**src/rtl/bus_port_fifo.sv**
```systemverilog
// rtl/bus_port_fifo.sv - bus port with address-filtered RX FIFO and FWFT TX FIFO
module bus_port_fifo #(
    parameter int          pckg_sz    = 16,
    parameter int          fifo_depth = 16,
    parameter logic [7:0]  id         = 8'h00,
    parameter logic [7:0]  broadcast  = 8'hFF
) (
    input  logic                          clk,
    input  logic                          reset,
    // bus side of the TX FIFO
    output logic                          pndng,
    output logic [pckg_sz-1:0]            D_pop,
    input  logic                          pop,
    // bus side of the RX FIFO
    input  logic                          push,
    input  logic [pckg_sz-1:0]            D_push,
    // device side of the TX FIFO
    input  logic                          tx_wr,
    input  logic [pckg_sz-1:0]            tx_data,
    output logic                          tx_full,
    // device side of the RX FIFO
    input  logic                          rx_rd,
    output logic [pckg_sz-1:0]            rx_data,
    output logic                          rx_valid,
    output logic [$clog2(fifo_depth):0]   rx_count,
    // status
    output logic [7:0]                    tx_ovf_cnt,
    output logic [7:0]                    rx_drop_cnt,
    output logic                          unf_err
);

    localparam int AW = $clog2(fifo_depth);
    localparam logic [AW:0] PTR_ONE = (AW+1)'(1);

    // storage and pointers; the extra MSB of each pointer separates full from empty
    logic [pckg_sz-1:0] r_tx_mem [fifo_depth];
    logic [pckg_sz-1:0] r_rx_mem [fifo_depth];
    logic [AW:0]        r_tx_wptr;
    logic [AW:0]        r_tx_rptr;
    logic [AW:0]        r_rx_wptr;
    logic [AW:0]        r_rx_rptr;
    logic [AW:0]        r_rx_count;
    logic [7:0]         r_tx_ovf_cnt;
    logic [7:0]         r_rx_drop_cnt;
    logic               r_unf_err;

    logic w_tx_empty;
    logic w_tx_full;
    logic w_tx_do_pop;
    logic w_tx_do_wr;
    logic w_tx_ovf;
    logic w_rx_empty;
    logic w_rx_full;
    logic w_rx_match;
    logic w_rx_do_rd;
    logic w_rx_do_wr;
    logic w_rx_drop;

    assign w_tx_empty  = (r_tx_wptr == r_tx_rptr);
    assign w_tx_full   = (r_tx_wptr[AW] != r_tx_rptr[AW]) &&
                         (r_tx_wptr[AW-1:0] == r_tx_rptr[AW-1:0]);
    assign w_tx_do_pop = pop && !w_tx_empty;
    // a pop in the same cycle frees the slot, so a write into a full FIFO still lands
    assign w_tx_do_wr  = tx_wr && (!w_tx_full || w_tx_do_pop);
    assign w_tx_ovf    = tx_wr && !w_tx_do_wr;

    assign w_rx_empty  = (r_rx_wptr == r_rx_rptr);
    assign w_rx_full   = (r_rx_wptr[AW] != r_rx_rptr[AW]) &&
                         (r_rx_wptr[AW-1:0] == r_rx_rptr[AW-1:0]);
    assign w_rx_match  = (D_push[pckg_sz-1 -: 8] == id) ||
                         (D_push[pckg_sz-1 -: 8] == broadcast);
    assign w_rx_do_rd  = rx_rd && !w_rx_empty;
    assign w_rx_do_wr  = push && w_rx_match && (!w_rx_full || w_rx_do_rd);
    assign w_rx_drop   = push && !w_rx_do_wr;

    // first-word fall-through heads, forced to zero when empty
    assign pndng       = !w_tx_empty;
    assign D_pop       = w_tx_empty ? '0 : r_tx_mem[r_tx_rptr[AW-1:0]];
    assign tx_full     = w_tx_full;
    assign rx_valid    = !w_rx_empty;
    assign rx_data     = w_rx_empty ? '0 : r_rx_mem[r_rx_rptr[AW-1:0]];
    assign rx_count    = r_rx_count;
    assign tx_ovf_cnt  = r_tx_ovf_cnt;
    assign rx_drop_cnt = r_rx_drop_cnt;
    assign unf_err     = r_unf_err;

    // FIFO data arrays; contents need no reset because the pointers gate visibility
    always_ff @(posedge clk) begin
        if (!reset && w_tx_do_wr)
            r_tx_mem[r_tx_wptr[AW-1:0]] <= tx_data;
        if (!reset && w_rx_do_wr)
            r_rx_mem[r_rx_wptr[AW-1:0]] <= D_push;
    end

    // TX pointers, overflow counter and sticky underflow flag
    always_ff @(posedge clk) begin
        if (reset) begin
            r_tx_wptr    <= '0;
            r_tx_rptr    <= '0;
            r_tx_ovf_cnt <= '0;
            r_unf_err    <= 1'b0;
        end else begin
            if (w_tx_do_wr)
                r_tx_wptr <= r_tx_wptr + PTR_ONE;
            if (w_tx_do_pop)
                r_tx_rptr <= r_tx_rptr + PTR_ONE;
            if (w_tx_ovf && (r_tx_ovf_cnt != 8'hFF))
                r_tx_ovf_cnt <= r_tx_ovf_cnt + 8'd1;
            if (pop && w_tx_empty)
                r_unf_err <= 1'b1;
        end
    end

    // RX pointers, occupancy and drop counter
    always_ff @(posedge clk) begin
        if (reset) begin
            r_rx_wptr     <= '0;
            r_rx_rptr     <= '0;
            r_rx_count    <= '0;
            r_rx_drop_cnt <= '0;
        end else begin
            if (w_rx_do_wr)
                r_rx_wptr <= r_rx_wptr + PTR_ONE;
            if (w_rx_do_rd)
                r_rx_rptr <= r_rx_rptr + PTR_ONE;
            case ({w_rx_do_wr, w_rx_do_rd})
                2'b10:   r_rx_count <= r_rx_count + PTR_ONE;
                2'b01:   r_rx_count <= r_rx_count - PTR_ONE;
                default: r_rx_count <= r_rx_count;
            endcase
            if (w_rx_drop && (r_rx_drop_cnt != 8'hFF))
                r_rx_drop_cnt <= r_rx_drop_cnt + 8'd1;
        end
    end

endmodule
```
**config.mk**
```make
export PLATFORM = sky130hd
export DESIGN_NAME = bus_port_fifo
export DESIGN_NICKNAME = d
export VERILOG_FILES = /design/src/rtl/bus_port_fifo.sv
export SDC_FILE = /design/constraint.sdc
export NUM_CORES = 1
export LEC_CHECK = 0
export BUFFER_PORTS_ARGS = -buffer_cell sky130_fd_sc_hd__clkbuf_2
export CAP_MARGIN = 20
export CORE_ASPECT_RATIO = 1.2
export CORE_MARGIN = 2
export CORE_UTILIZATION = 45
export DETAILED_ROUTE_END_ITERATION = 8
export PLACE_DENSITY = 0.58
export REMOVE_ABC_BUFFERS = 1
export SYNTH_ARGS = -nofsm -noshare
export SYNTH_HDL_FRONTEND = slang
export SYNTH_SLANG_ARGS = --single-unit
```
**constraint.sdc**
```tcl
create_clock -name clk -period 8.5 [get_ports clk]
set_clock_uncertainty 0.2 [all_clocks]
set_input_delay 2.125 -clock clk [delete_from_list [all_inputs] [get_ports clk]]
set_output_delay 2.125 -clock clk [all_outputs]
set_load 0.03 [all_outputs]
```
Yosys cells after proc, flatten, opt, wreduce, memory -nomap -nowiden
Memory sizes are Yosys's and may differ from the RTL's. A register that Yosys moved wholly into a read port is not among the register bits.
Index checks and enable logic that the tools add are counted.
{"block": "totals", "romBits": 0, "in_bits": 38, "elab_cells": 66, "latchBits": 0, "memories": 2, "mem_bits_rw": 512, "register_bits": 42}
{"block": "op_classes", "n_div": 0, "bitwise": 0, "n_eq_ne": 11, "order_cmp": 0, "add_sub_neg": 8, "mul": 0, "shifts": 0, "reduce_logical": 26, "mux": 11}
{"name": "r_rx_mem", "words": 16, "word_bits": 16, "read_ports": 1, "rd_ports_with_merged_regs": 1, "wr": 1, "line_no": "37", "rtl": "logic [pckg_sz-1:0] r_rx_mem [fifo_depth];"}
{"name": "r_tx_mem", "words": 16, "word_bits": 16, "read_ports": 1, "rd_ports_with_merged_regs": 1, "wr": 1, "line_no": "36", "rtl": "logic [pckg_sz-1:0] r_tx_mem [fifo_depth];"}
{"op": "$mux 16", "n": 2}
{"op": "$add 5x1->5 const B", "n": 5}
{"op": "$add 8x1->8 const B", "n": 2}
{"op": "$mux 4", "n": 4}
{"op": "$ne 8x8->1 const B", "n": 2}
{"op": "$logic_and 1x1->1", "n": 14}
{"op": "$eq 5x5->1", "n": 2}
{"op": "$pmux 5 s2", "n": 1}
{"op": "$eq 4x4->1", "n": 2}
{"op": "$eq 8x8->1 const B", "n": 1}
{"op": "$logic_not 8->1", "n": 1}
{"op": "$logic_not 1->1", "n": 7}
{"op": "$sub 5x1->5 const B", "n": 1}
{"op": "$mux 1", "n": 4}
{"op": "$logic_or 1x1->1", "n": 3}
{"op": "$eq 2x1->1 const B", "n": 1}
{"op": "$eq 2x2->1 const B", "n": 1}
{"op": "$ne 1x1->1", "n": 2}
{"op": "$reduce_bool 2->1", "n": 1}

Longest topological paths before layout
Gate-level depths: netlist (run 1).
{"block": "logic_depth", "depth_word": 8, "depth_mapped": 12}

Worst setup path before layout (run 1)
OpenSTA, ideal clock, no wires.
{"block": "synth_timing", "path_kind": "input to register", "start": "input port D_push[12]", "end": "memory r_rx_mem[0][0] (enable)", "t_required_ns": 7.912, "arrival_ns": 4.240, "stages": 6, "slack_ns": 3.672, "n_path_buf": 1, "path_cell_list": "or4_1 > nor2_1 > o221ai_1 > buf_2 > or3_1 > nor2_1"}
{"block": "synth_between", "elab_chain_cells": 7, "elab_cells_between_ends": 8}
{"element": "from (decl)", "line_no": "16", "rtl": "input logic [pckg_sz-1:0] D_push,"}
{"element": "$eq 8x8->1 / $logic_not 8->1 (equally long branches)", "line_no": "71, 70"}
{"element": "$logic_or 1x1->1 (*)", "line_no": "70", "rtl": "assign w_rx_match = (D_push[pckg_sz-1 -: 8] == id) ||"}
{"element": "$logic_and 1x1->1 (*) (2 in a row)", "line_no": "73", "rtl": "assign w_rx_do_wr = push && w_rx_match && (!w_rx_full || w_rx_do_rd);"}
{"element": "$logic_and 1x1->1 (*)", "line_no": "91", "rtl": "if (!reset && w_rx_do_wr)"}
{"element": "$mux 1 (*)", "line_no": "91"}
{"element": "$mux 1 (not written as such) (*)", "line_no": "92", "rtl": "r_rx_mem[r_rx_wptr[AW-1:0]] <= D_push;"}
{"element": "to (decl)", "line_no": "37"}
Mark *: on every way between the ends. The rest lies on a longest branch, timed or not.

==> reports/summary.md, run 1 <==
Dividing the detail-routed via count by the number of cells gives 5.57. Data on the critical path is required at its endpoint by 6.18 ns. The share of synthesized flip-flops with an asynchronous set or reset came out at 0%. The cell type of the slowest stage on the worst timing path was sky130_fd_sc_hd__dfxtp_4.

The area inside the core boundary was 48900 sq um; the post-cts gate resize count was 0. In this run, post-CTS hold repair placed 0 buffers. The number of global-route vias before repair is 10900.

The multi-input combinational cells in the finished layout cover a total of 5610 sq um. Netlist area before placement: 22200 sq um. In this run the remaining antenna-violating nets after routing total 0. The clock slew seen by the registers of the worst setup and hold paths is 0.06 ns.

The H-tree was split into 2 levels. The worst register-to-register path has a setup slack of 5.08 ns. TritonCTS built the clock tree.

The synthesis-to-layout area growth was 13.9%; the starting density of the core was 45.4%. Measured along the x axis, the die boundary spans 207 um. The largest fanout on the critical path came out at 41. The run gives 69.2 mm as the wire length of the first global-routing pass.

The portion of synthesized cell area occupied by the leading cell type came out at 69.3%. In the global route stage, overall resource usage came out at 18.8%. For this run, the register share of the synthesized area comes to 73.8%.

The logs give 3.55 ns for the signal arrival time at the worst endpoint and 0.170 GHz for the maximum clock frequency. The number of placed instances with taps included was 1789. Walking the worst path, the cells encountered are buf_4, mux4_2, mux4_2, nor2b_1, clkbuf_2. The detailed router finished its first iteration with 593 violations. The worst path uses 69.2% of the clock period. For this run, design rule violations remaining after detail routing come to 0.

Among all flip-flop cells after synthesis, the most frequent one is sky130_fd_sc_hd__edfxtp_1. Setup violations remaining at the end of the flow were counted as 0. The total congestion overflow after global routing is 0, and the buffer levels on the longest clock path is 3. The flow ran to the end, and the final reports show no timing, DRC or antenna violations. The final hold violation count was 0. The pin count of the biggest net entering global routing is 65, and the remaining max-slew budget at the tightest pin is 23.3%. The number of I/O pins was 95. Yosys attributes the largest share of cell area to sky130_fd_sc_hd__edfxtp_1 69%, sky130_fd_sc_hd__mux4_2 16%, sky130_fd_sc_hd__dfxtp_1 4.5%, sky130_fd_sc_hd__nor2_1 1.1%, sky130_fd_sc_hd__nor2b_1 1.1%.

The worst setup path is captured at an output port. Measured along the y axis, the die boundary spans 247 um. The root buffer cell chosen for the clock tree is sky130_fd_sc_hd__clkbuf_16. The number of clock sinks was 562; the static leakage was 7.89 nW. Dividing the detail-routed wire length by the instance count gives 24.9 um. In the final timing run, aggregate negative setup slack is 0 ns.

The tools report the category of the worst setup path launch point as a register. The endpoint identified for the worst register-to-register timing path is r_tx_mem[3][15]. The die covers 51100 sq um. The count of pins over their slew limit was 0. During synthesis, Yosys emitted a total of 0 warnings. After synthesis the netlist holds a flip-flop and latch count of 562.

The minimum setup slack in the final design is 2.62 ns, and the number of detailed-route iterations in the first pass is 4. Setup repair after global routing left no endpoint under its margin. Dominant cell type by count on the critical path: sky130_fd_sc_hd__mux4_2. For the routed wire length, the log shows 47.0 mm. The logs give 0.724 for the last weighted congestion value of the routability-driven placer and 0 for the post-CTS setup repair buffer count. By startpoint and endpoint, the worst setup path is classified as reg2out. Dividing the synthesized area by the synthesized cell count gives 20.7 sq um. The run gives 26.7 mm as the HPWL reported at the end of detailed placement.

The ratio of total power to cell area was 228 nW/um^2. In the synthesized netlist, the number of instances is 1073. The finished cells cover 25300 sq um. The initial antenna violation count was 2.

The tightest min-delay check is of the reg2reg type. Following the worst setup path forward leads to its endpoint at rx_data[2]. The max-cap check violation count was 0.

The footprint of the flip-flops and latches was 16400 sq um; the share of cells above drive strength 1 was 33.4%. The routed design could run at a clock period as short as 5.88 ns. sky130_fd_sc_hd__edfxtp_1 takes more of the synthesized area than any other cell.

The reg-to-reg startpoint is r_tx_wptr[2]. The number of cell rows came out at 89. The worst stage delay on the critical path was 0.91 ns. The netlist uses 52 different library cells. The run gives 55 as the number of buffers inserted during clock tree synthesis.

The worst register-to-register path has a depth of 6. Yosys mapped a number of flops with a built-in enable equal to 512. The number of inserted filler cells in the final layout came out at 3777. In this run the tool buffered the top-level ports with 94 buffer cells.

Timing analysis after detailed placement gives a worst setup slack of 2.77 ns. The number of nets in the final layout is 1264. In the post-synthesis netlist, the cell with the most instances is sky130_fd_sc_hd__edfxtp_1. IR analysis of the VDD net gives a maximum drop of 183 uV. The final route contains 10500 vias. Summing all placed instances gives a cell area of 23600 sq um. For the final-layout worst hold slack, the log shows 0.276 ns.

For the pin with the worst max-slew slack, the measured transition is 1.15 ns. Clock latency on the worst-skew pair, taken at its later pin, is 0.60 ns. Filler-free cell count of the finished design: 1889. Counting instances in the post-synthesis netlist gives the leading cell types as 512 x sky130_fd_sc_hd__edfxtp_1, 160 x sky130_fd_sc_hd__mux4_2, 67 x sky130_fd_sc_hd__nor2_1.
-- how the worst min path moves through the flow --
| stage | to | startpoint | depth (start not counted) |
|---|---|---|---|
| CTS | unf_err | unf_err | 2 |
| global placement | unf_err | unf_err | 2 |
| finish | unf_err | unf_err | 2 |
| floorplan | r_rx_wptr[4] | r_rx_wptr[4] | 2 |
| detailed placement | unf_err | unf_err | 2 |
| global route | rx_drop_cnt[7] | rx_drop_cnt[7] | 2 |
-- worst max-delay path: cells and delay by family, from the launching register on --
| kind | cells | cell delay [ns] |
|---|---|---|
| multiplexers | 2 | 1.07 |
| flip-flops | 1 | 0.91 |
| buffers and inverters | 2 | 0.76 |
| AND/OR/NAND/NOR | 1 | 0.15 |
-- registers in the layout, summed over array words and instances (netlist names), named ones only --
register     flops
r_tx_rptr        5
r_rx_wptr        5
r_tx_wptr        5
rx_drop_cnt      8
r_tx_mem       256
tx_ovf_cnt       8
r_rx_rptr        5
unf_err          1
rx_count         5
r_rx_mem       256
-- stage by stage --
stage	util (%)	power, W
after CTS	51.6	0.00584
after global placement	48.2	0.00355
after detailed placement	48.3	0.00356
after floorplan	-	0.00341
final	51.7	0.00576
after global routing	51.7	0.00596
-- metal layers --
| layer | wire (um) | GRT usage, % |
|---|---|---|
| met1 | 18600 | 23.0 |
| met5 | 13 | 0 |
| met4 | 1340 | 5.95 |
| met3 | 1920 | 3.65 |
| met2 | 25200 | 33.4 |
-- cell usage in the layout (no fill, tap or decap), types with 12 or more instances in the layout --
cell                        netlist  layout
sky130_fd_sc_hd__a21oi_1         16      16
sky130_fd_sc_hd__buf_4            0      34
sky130_fd_sc_hd__clkbuf_1        23      16
sky130_fd_sc_hd__clkbuf_16        0      55
sky130_fd_sc_hd__clkbuf_2         0      94
sky130_fd_sc_hd__clkinv_1         0      15
sky130_fd_sc_hd__dfxtp_1         50      46
sky130_fd_sc_hd__edfxtp_1       512     512
sky130_fd_sc_hd__ha_1            15      15
sky130_fd_sc_hd__inv_1           12      12
sky130_fd_sc_hd__mux4_2         160     160
sky130_fd_sc_hd__nor2_1          67      37
sky130_fd_sc_hd__nor2_2           0      30
sky130_fd_sc_hd__nor2b_1         40      40
sky130_fd_sc_hd__o21ai_0         13      13
-- area by class of cell --
cell class | instances | share of cell area [%]
Antenna cell | 1 | 0.00990
Timing Repair Buffer | 131 | 3.05
Clock buffer | 71 | 5.68
Sequential cell | 562 | 64.9
Clock inverter | 27 | 0.867
Inverter | 12 | 0.178
Multi-Input combinational cell | 448 | 22.2
Tap cell | 637 | 3.15
-- cell families (layout without fill, tap and decap cells) --
kind of cell,Yosys count,after routing,synth area share [%]
XOR/XNOR,25,25,1.09
buffers and inverters,63,241,1.28
other,0,1,0
adder cells (fa/ha/maj),16,16,0.937
AO/OA/AOI/OAI,50,50,1.46
multiplexers,173,173,16.9
AND/OR/NAND/NOR,184,184,4.49
flip-flops,562,562,73.8
-- power by group --
| group | internal [W] | switching [W] |
|---|---|---|
| combinational | 0.000182 | 0.000231 |
| clock | 0.00128 | 0.000995 |
| sequential | 0.00303 | 0.0000422 |
Power figures use the tool's default switching activity.
==> run 2, diff against run 1 <==
--- a/config.mk
+++ b/config.mk
@@ -11,7 +11,7 @@
 export CORE_MARGIN = 2
 export CORE_UTILIZATION = 45
 export DETAILED_ROUTE_END_ITERATION = 8
-export PLACE_DENSITY = 0.58
+export PLACE_DENSITY = 0.61
 export REMOVE_ABC_BUFFERS = 1
 export SYNTH_ARGS = -nofsm -noshare
 export SYNTH_HDL_FRONTEND = slang
==> constraint.sdc (replaced) <==
create_clock -name clk -period 5.28 [get_ports clk]
set_clock_uncertainty 0.2 [all_clocks]
set_input_delay 1.32 -clock clk [delete_from_list [all_inputs] [get_ports clk]]
set_output_delay 1.32 -clock clk [all_outputs]
set_load 0.03 [all_outputs]
==> reports/summary.md, run 2 (same netlist as run 1, synthesis figures left out) <==
The logs give 0 for the count of pins over their slew limit and 0.00933 W for the total power of the final layout. The critical path is of the reg2out type. The logs give 1271 for the number of nets in the final layout and 16400 sq um for the footprint of the flip-flops and latches.

The floorplan step set the die height to 247 um. The slowest stage of the critical path is the sky130_fd_sc_hd__mux4_2 cell. The region available for standard cell placement spans 48900 sq um.

For this run the aggregate overflow at the end of global routing stands at 0. 95 I/O pins were placed. The detailed-route vias per instance was 5.58. The critical path required time was 3.76 ns. The worst min-delay path class was reg2reg. The first global-routing pass estimated 69.0 mm of wire. The slew at the pin closest to its max-slew limit is 1.11 ns. The top cell types in the final layout, fill and taps aside, are 512 x sky130_fd_sc_hd__edfxtp_1, 160 x sky130_fd_sc_hd__mux4_2, 94 x sky130_fd_sc_hd__clkbuf_2, 54 x sky130_fd_sc_hd__clkbuf_16, 46 x sky130_fd_sc_hd__dfxtp_1. The post-cts gate resize count was 0.

Based on the critical path, the design can be clocked at up to 0.218 GHz. Clock tree synthesis selected as its root buffer the cell sky130_fd_sc_hd__clkbuf_16. The post-route netlist has 35.0% of its cells at a drive strength greater than 1.

The count of nets left with antenna violations once routing finished came out at 0. The number of global-route vias before repair is 11100. TritonCTS built the clock tree. The logs give 22.9% for the routing usage on met1 and 33.8% for the global routing usage on met2. Setup total negative slack on the finished layout was measured at 0 ns.

No sink is reached through more buffers than the 3 on the longest clock path. Entering global routing, the biggest net connects 65 pins. Dividing the final minimum period by the clock period gives 86.9%. The maximum ir drop on the vdd rail is 303 uV. STA classifies the critical path startpoint as a register.

The final hold violation count is 0. Highest-utilization routing layer at the global route stage: met2. The critical path goes through buf_12, mux4_2, mux4_2, nor2b_1, clkbuf_2. The chip width works out to 207 um.

For the minimum setup slack in the final design, the log shows 0.693 ns. The run gives 0 as the max-cap check violation count. The synthesis-to-layout area growth works out to 14.6%. The dominant cell type by count on the critical path was sky130_fd_sc_hd__mux4_2. Input and output buffers added on the ports amount to 94.

The run gives 0.753 as the last weighted congestion value of the routability-driven placer. Starting density of the core: 45.4%. The run gives 25.6% as the remaining max-slew budget at the tightest pin. The initial antenna violation count is 2, and the count of routing violations after the opening detailed-route iteration is 654.

The placed instances occupy a cell area of 23700 sq um. Signal arrival time at the worst endpoint: 3.07 ns. Ratio of total power to cell area: 367 nW/um^2. Measured on the finished design, the core utilization comes to 52.0%. The number of remaining DRC errors was 0; the number of cell rows was 89. In this run the number of H-tree levels came out at 2.

The routed layout has 10600 vias. The number of hold buffers added after CTS was 0. After filler insertion, the fill cell instance count of the layout stands at 3836. For this block, the routed nets add up to 46.2 mm of wire. The largest fanout on the critical path came out at 35. The wire-length estimate of the detail-placed layout is 26.1 mm. The static leakage came out at 7.97 nW. Global routing consumed, on the met3 layer, 2.75% of the routing resources. Summing all non-filler instances in the final layout gives an area of 25400 sq um. Setup repair after global routing left no endpoint under its margin.

Summing all multi-input logic gate instances after layout gives 5610 sq um. The tools report the later-pin clock latency in the skew report as 0.61 ns. The worst stage delay on the critical path works out to 0.60 ns. In the final routed layout, each cell accounts on average for 24.3 um. The clock slew seen by the registers of the worst setup and hold paths was 0.06 ns. Counting I/O delays and the setup requirement, the final critical path takes 4.59 ns. Once the clock tree was built, the setup fixing pass inserted 0 buffers. The most common library cell in the layout ignoring fill and taps is sky130_fd_sc_hd__edfxtp_1. In the global route stage, overall resource usage came out at 18.6%. The first detailed-routing pass took 6 iterations. The worst setup path is captured at an output port.

The flow ran to the end, and the final reports show no timing, DRC or antenna violations. TritonCTS created 54 clock buffers. Timing analysis after detailed placement gives a worst setup slack of 0.784 ns. The overall die area is 51100 sq um.

The clock drives 562 sinks. Setup violations remaining at the end of the flow were counted as 0.
[run 2: cell types whose count changed in the layout (fill, tap and decap cells not counted), sizes merged]
cell,change
clkinv,+8
clkinvlp,+2
clkbuf,-7
buf,+8
inv,-1
[run 2: cell type report]
cell class	instances	share of cell area, %
Sequential cell	562	64.5
Multi-Input combinational cell	448	22.1
Clock buffer	64	5.47
Timing Repair Buffer	139	3.38
Tap cell	637	3.14
Clock inverter	36	1.25
Inverter	12	0.177
Antenna cell	1	0.00985
[run 2: report_power, final]
| part | switching [W] | total [W] | internal, W |
|---|---|---|---|
| combinational | 0.000398 | 0.000701 | 0.000303 |
| clock | 0.00166 | 0.00371 | 0.00204 |
| sequential | 0.0000447 | 0.00492 | 0.00487 |
| total | 0.00211 | 0.00933 | 0.00722 |
[run 2: worst max-delay path: cells and delay by family (launching register included)]
| family | cells | cell delay, ns |
|---|---|---|
| flip-flops | 1 | 0.59 |
| buffers and inverters | 2 | 0.57 |
| AND/OR/NAND/NOR | 1 | 0.16 |
| multiplexers | 2 | 1.13 |
[run 2: layer usage]
layer / share of wire, % / routed length [um] / vias to the layer above
li1: - / - / 4695
met5: 0.024 / 11 / -
met3: 4.5 / 2080 / 67
met4: 2.1 / 973 / 2
met1: 39 / 18100 / 5592
met2: 54 / 25100 / 246
[run 2: final timing paths]
kind / start / endpoint / slack [ns] / depth (start not counted)
max: register / rx_data[10] / 0.69 / 5
max reg2reg: r_tx_wptr[2] / r_tx_mem[10][0] / 2.14 / 6
min: unf_err / unf_err / 0.27 / 2
min reg2reg: unf_err / unf_err / 0.27 / 2
[run 2: metrics by stage]
step / hold slack [ns] / cells
floorplan: 0.278 / 1022
global placement: 0.254 / 1798
detailed placement: 0.264 / 1798
CTS: 0.277 / 1898
global route: 0.329 / 1898
finish: 0.272 / 1899
==> run 3, diff against run 2 <==
--- a/config.mk
+++ b/config.mk
@@ -9,10 +9,11 @@
 export CAP_MARGIN = 20
 export CORE_ASPECT_RATIO = 1.2
 export CORE_MARGIN = 2
-export CORE_UTILIZATION = 45
+export CORE_UTILIZATION = 55
 export DETAILED_ROUTE_END_ITERATION = 8
-export PLACE_DENSITY = 0.61
+export PLACE_DENSITY = 0.72
 export REMOVE_ABC_BUFFERS = 1
+export SKIP_LAST_GASP = 1
 export SYNTH_ARGS = -nofsm -noshare
 export SYNTH_HDL_FRONTEND = slang
 export SYNTH_SLANG_ARGS = --single-unit
==> constraint.sdc (replaced) <==
create_clock -name clk -period 5.28 [get_ports clk]
set_clock_uncertainty 0.2 [all_clocks]
set_input_delay 0.528 -clock clk [delete_from_list [all_inputs] [get_ports clk]]
set_output_delay 0.528 -clock clk [all_outputs]
set_load 0.03 [all_outputs]
==> reports/summary.md, run 3 (same netlist as run 1, synthesis figures left out) <==
Of the total power, combinational logic draws 7.0%. At the end of routability-driven placement, the weighted congestion stood at 0.760. TritonCTS created 52 clock buffers. The number of global-route vias before repair is 10900. The run gives 2655 as the number of inserted filler cells in the final layout. The tool flagged a number of max-cap violations equal to 0. For the critical path required time, the log shows 4.55 ns. The run gives 5610 sq um as the area of the multi-input gates. STA classifies the critical path startpoint as a register.

The tightest min-delay check is of the in2reg type. In the final routed layout, each cell accounts on average for 24.7 um. In this run the power density over the cells is 376 nW/um^2.

For the pin with the worst max-slew slack, the measured transition is 1.07 ns. The setup violation total in the final timing report is 0, and the later-pin clock latency in the skew report is 0.58 ns. The portion of total power attributed to the clock network was 41.0%. Setup repair after global routing left no endpoint under its margin. The run gives 0.0925 ns as the final-layout worst hold slack. In this run the post-CTS setup repair buffer count came out at 0. Leaving out fill and tap cells, the most frequent cells in the layout are 512 x sky130_fd_sc_hd__edfxtp_1, 160 x sky130_fd_sc_hd__mux4_2, 94 x sky130_fd_sc_hd__clkbuf_2, 52 x sky130_fd_sc_hd__clkbuf_16, 46 x sky130_fd_sc_hd__dfxtp_1. The count of hold buffers inserted by post-cts repair came out at 0.

The die covers 41900 sq um. Registers are responsible for 52.0% of the overall power. For the final routed database, the setup TNS stands at 0 ns. The net switching power was 0.00203 W. The initial antenna violation count came out at 2. The first TritonRoute pass finished after 7 iterations. In this run the critical register-to-register path is launched from r_tx_wptr[2].

CTS built an H-tree with a depth of 2. The chip width works out to 187 um. The remaining max-slew budget at the tightest pin is 28.3%, and the final period utilization is 77.4%. The clock period could shrink to 4.09 ns.

In the routed design, unresolved DRC markers number 0. From synthesis to final layout, the design area changed by 14.3%. The detailed router finished its first iteration with 904 violations. Following the worst setup path forward leads to its endpoint at D_pop[5]. The number of cells on the worst reg-to-reg path is 6. The tools report the root cell of the clock tree as sky130_fd_sc_hd__clkbuf_16. In this run the remaining antenna-violating nets after routing total 0.

The HPWL reported at the end of detailed placement is 26.5 mm. The flow ran to the end, and the final reports show no timing, DRC or antenna violations. The share of cells above drive strength 1 came out at 34.5%.

After detailed routing, the number of vias per cell comes to 5.99. The run gives 80 as the number of cell rows. Number of antenna cells inserted: 0.

The clock slew seen by the registers of the worst setup and hold paths was 0.06 ns; the area inside the core boundary was 39700 sq um. In this run the worst path has a maximum fanout of 48. In this run the critical register-to-register path is captured at r_tx_mem[3][15].

The count of pins over their slew limit came out at 0. For the post-cts gate resize count, the log shows 0. The logs give 0 for the final hold violation count and 3.36 ns for the signal arrival time at the worst endpoint. The finished cells cover 25400 sq um. Based on the critical path, the design can be clocked at up to 0.245 GHz. The maximum ir drop on the vdd rail was 308 uV; the routed wire length was 44.2 mm. The clock passes through at most 3 buffers. The number of nets in the final layout came out at 1266. The number of buffers added on ports came out at 94. The switching share of total power was 21.4%. The footprint of the flip-flops and latches is 16400 sq um, and the total congestion overflow after global routing is 0. In the global route stage, overall resource usage came out at 21.5%. The tools report the number of clock sinks as 562. The completed layout was analyzed and its total power is 0.00952 W. TritonCTS built the clock tree. Once the floorplan was initialized, standard cells occupied 55.8% of the core. The first global-routing pass estimated 66.9 mm of wire. The number of I/O pins was 95; the internal power component was 0.00749 W. The run gives 10700 as the via count of the routed design. The worst setup path is captured at an output port.

The setup path with the least slack is of type reg2out. The placed instances occupy a cell area of 23500 sq um. For this run, the share of the core covered by cells in the final layout is 63.8%. In this run the vertical extent of the chip is 224 um. For the static leakage, the log shows 8.01 nW.

For flop-to-flop paths, the worst setup slack is 1.95 ns. Leaving out fill and tap cells, the most frequent cell in the layout is sky130_fd_sc_hd__edfxtp_1. Entering global routing, the biggest net connects 59 pins.
run 3: cell count changes in the layout (fill, tap and decap cells not counted), moves of 2 or more:
cell	previous run	this run
sky130_fd_sc_hd__inv_6	2	0
sky130_fd_sc_hd__buf_4	41	38
sky130_fd_sc_hd__clkbuf_16	54	52
sky130_fd_sc_hd__bufinv_16	3	10
sky130_fd_sc_hd__clkinv_1	8	11
sky130_fd_sc_hd__clkinv_2	15	8
sky130_fd_sc_hd__buf_8	0	2
sky130_fd_sc_hd__clkinvlp_4	6	2
sky130_fd_sc_hd__buf_12	4	1
sky130_fd_sc_hd__clkinv_4	0	2
run 3: worst min-delay path by stage:
stage / startpoint / end / cells after the start
2_1_floorplan: r_rx_wptr[4] / r_rx_wptr[4] / 2
3_3_place_gp: unf_err / unf_err / 2
3_5_place_dp: unf_err / unf_err / 2
4_1_cts: pop / unf_err / 3
5_1_grt: pop / unf_err / 3
6_report: pop / unf_err / 3
run 3: area by class of cell:
| cell class | count | share of cell area [%] |
|---|---|---|
| clock buffers | 61 | 5.26 |
| clock inverters | 36 | 1.89 |
| inverters | 12 | 0.178 |
| multi-input cells | 448 | 22.1 |
| flip-flops and latches | 562 | 64.6 |
| well taps | 533 | 2.63 |
| repair buffers | 136 | 3.29 |
run 3: worst max-delay path, cell delays in order (launching register included):
cell,delay (ns)
sky130_fd_sc_hd__dfxtp_4,0.98
sky130_fd_sc_hd__buf_4,0.38
sky130_fd_sc_hd__mux4_2,0.54
sky130_fd_sc_hd__mux4_2,0.47
sky130_fd_sc_hd__nor2b_1,0.15
sky130_fd_sc_hd__clkbuf_2,0.20
run 3: power by group through the flow:
stage	Clock (W)	Sequential (W)	Combinational, W
2_1_floorplan	0	0.00506	0.000428
3_3_place_gp	0	0.00505	0.000662
3_5_place_dp	0	0.00505	0.000672
4_1_cts	0.00398	0.00495	0.000673
5_1_grt	0.00415	0.00496	0.000708
6_report	0.00391	0.00495	0.000665
run 3: metal layers:
metal  wire length, um  up-vias  part of all wire [%]  track usage [%]
met4              1060        4                   2.4             6.63
li1                  -     4692                     -                -
met1             17100     5622                    39             27.4
met2             23700      312                    54             38.2
met3              2280       76                   5.2             3.65
met5                24        -                 0.054                0
run 3: metrics by stage:
step / instances / worst slack (ns)
floorplan: 1022 / 0.490
global placement: 1688 / 1.34
detailed placement: 1688 / 1.15
CTS: 1785 / 1.12
global route: 1788 / 0.967
finish: 1788 / 1.19
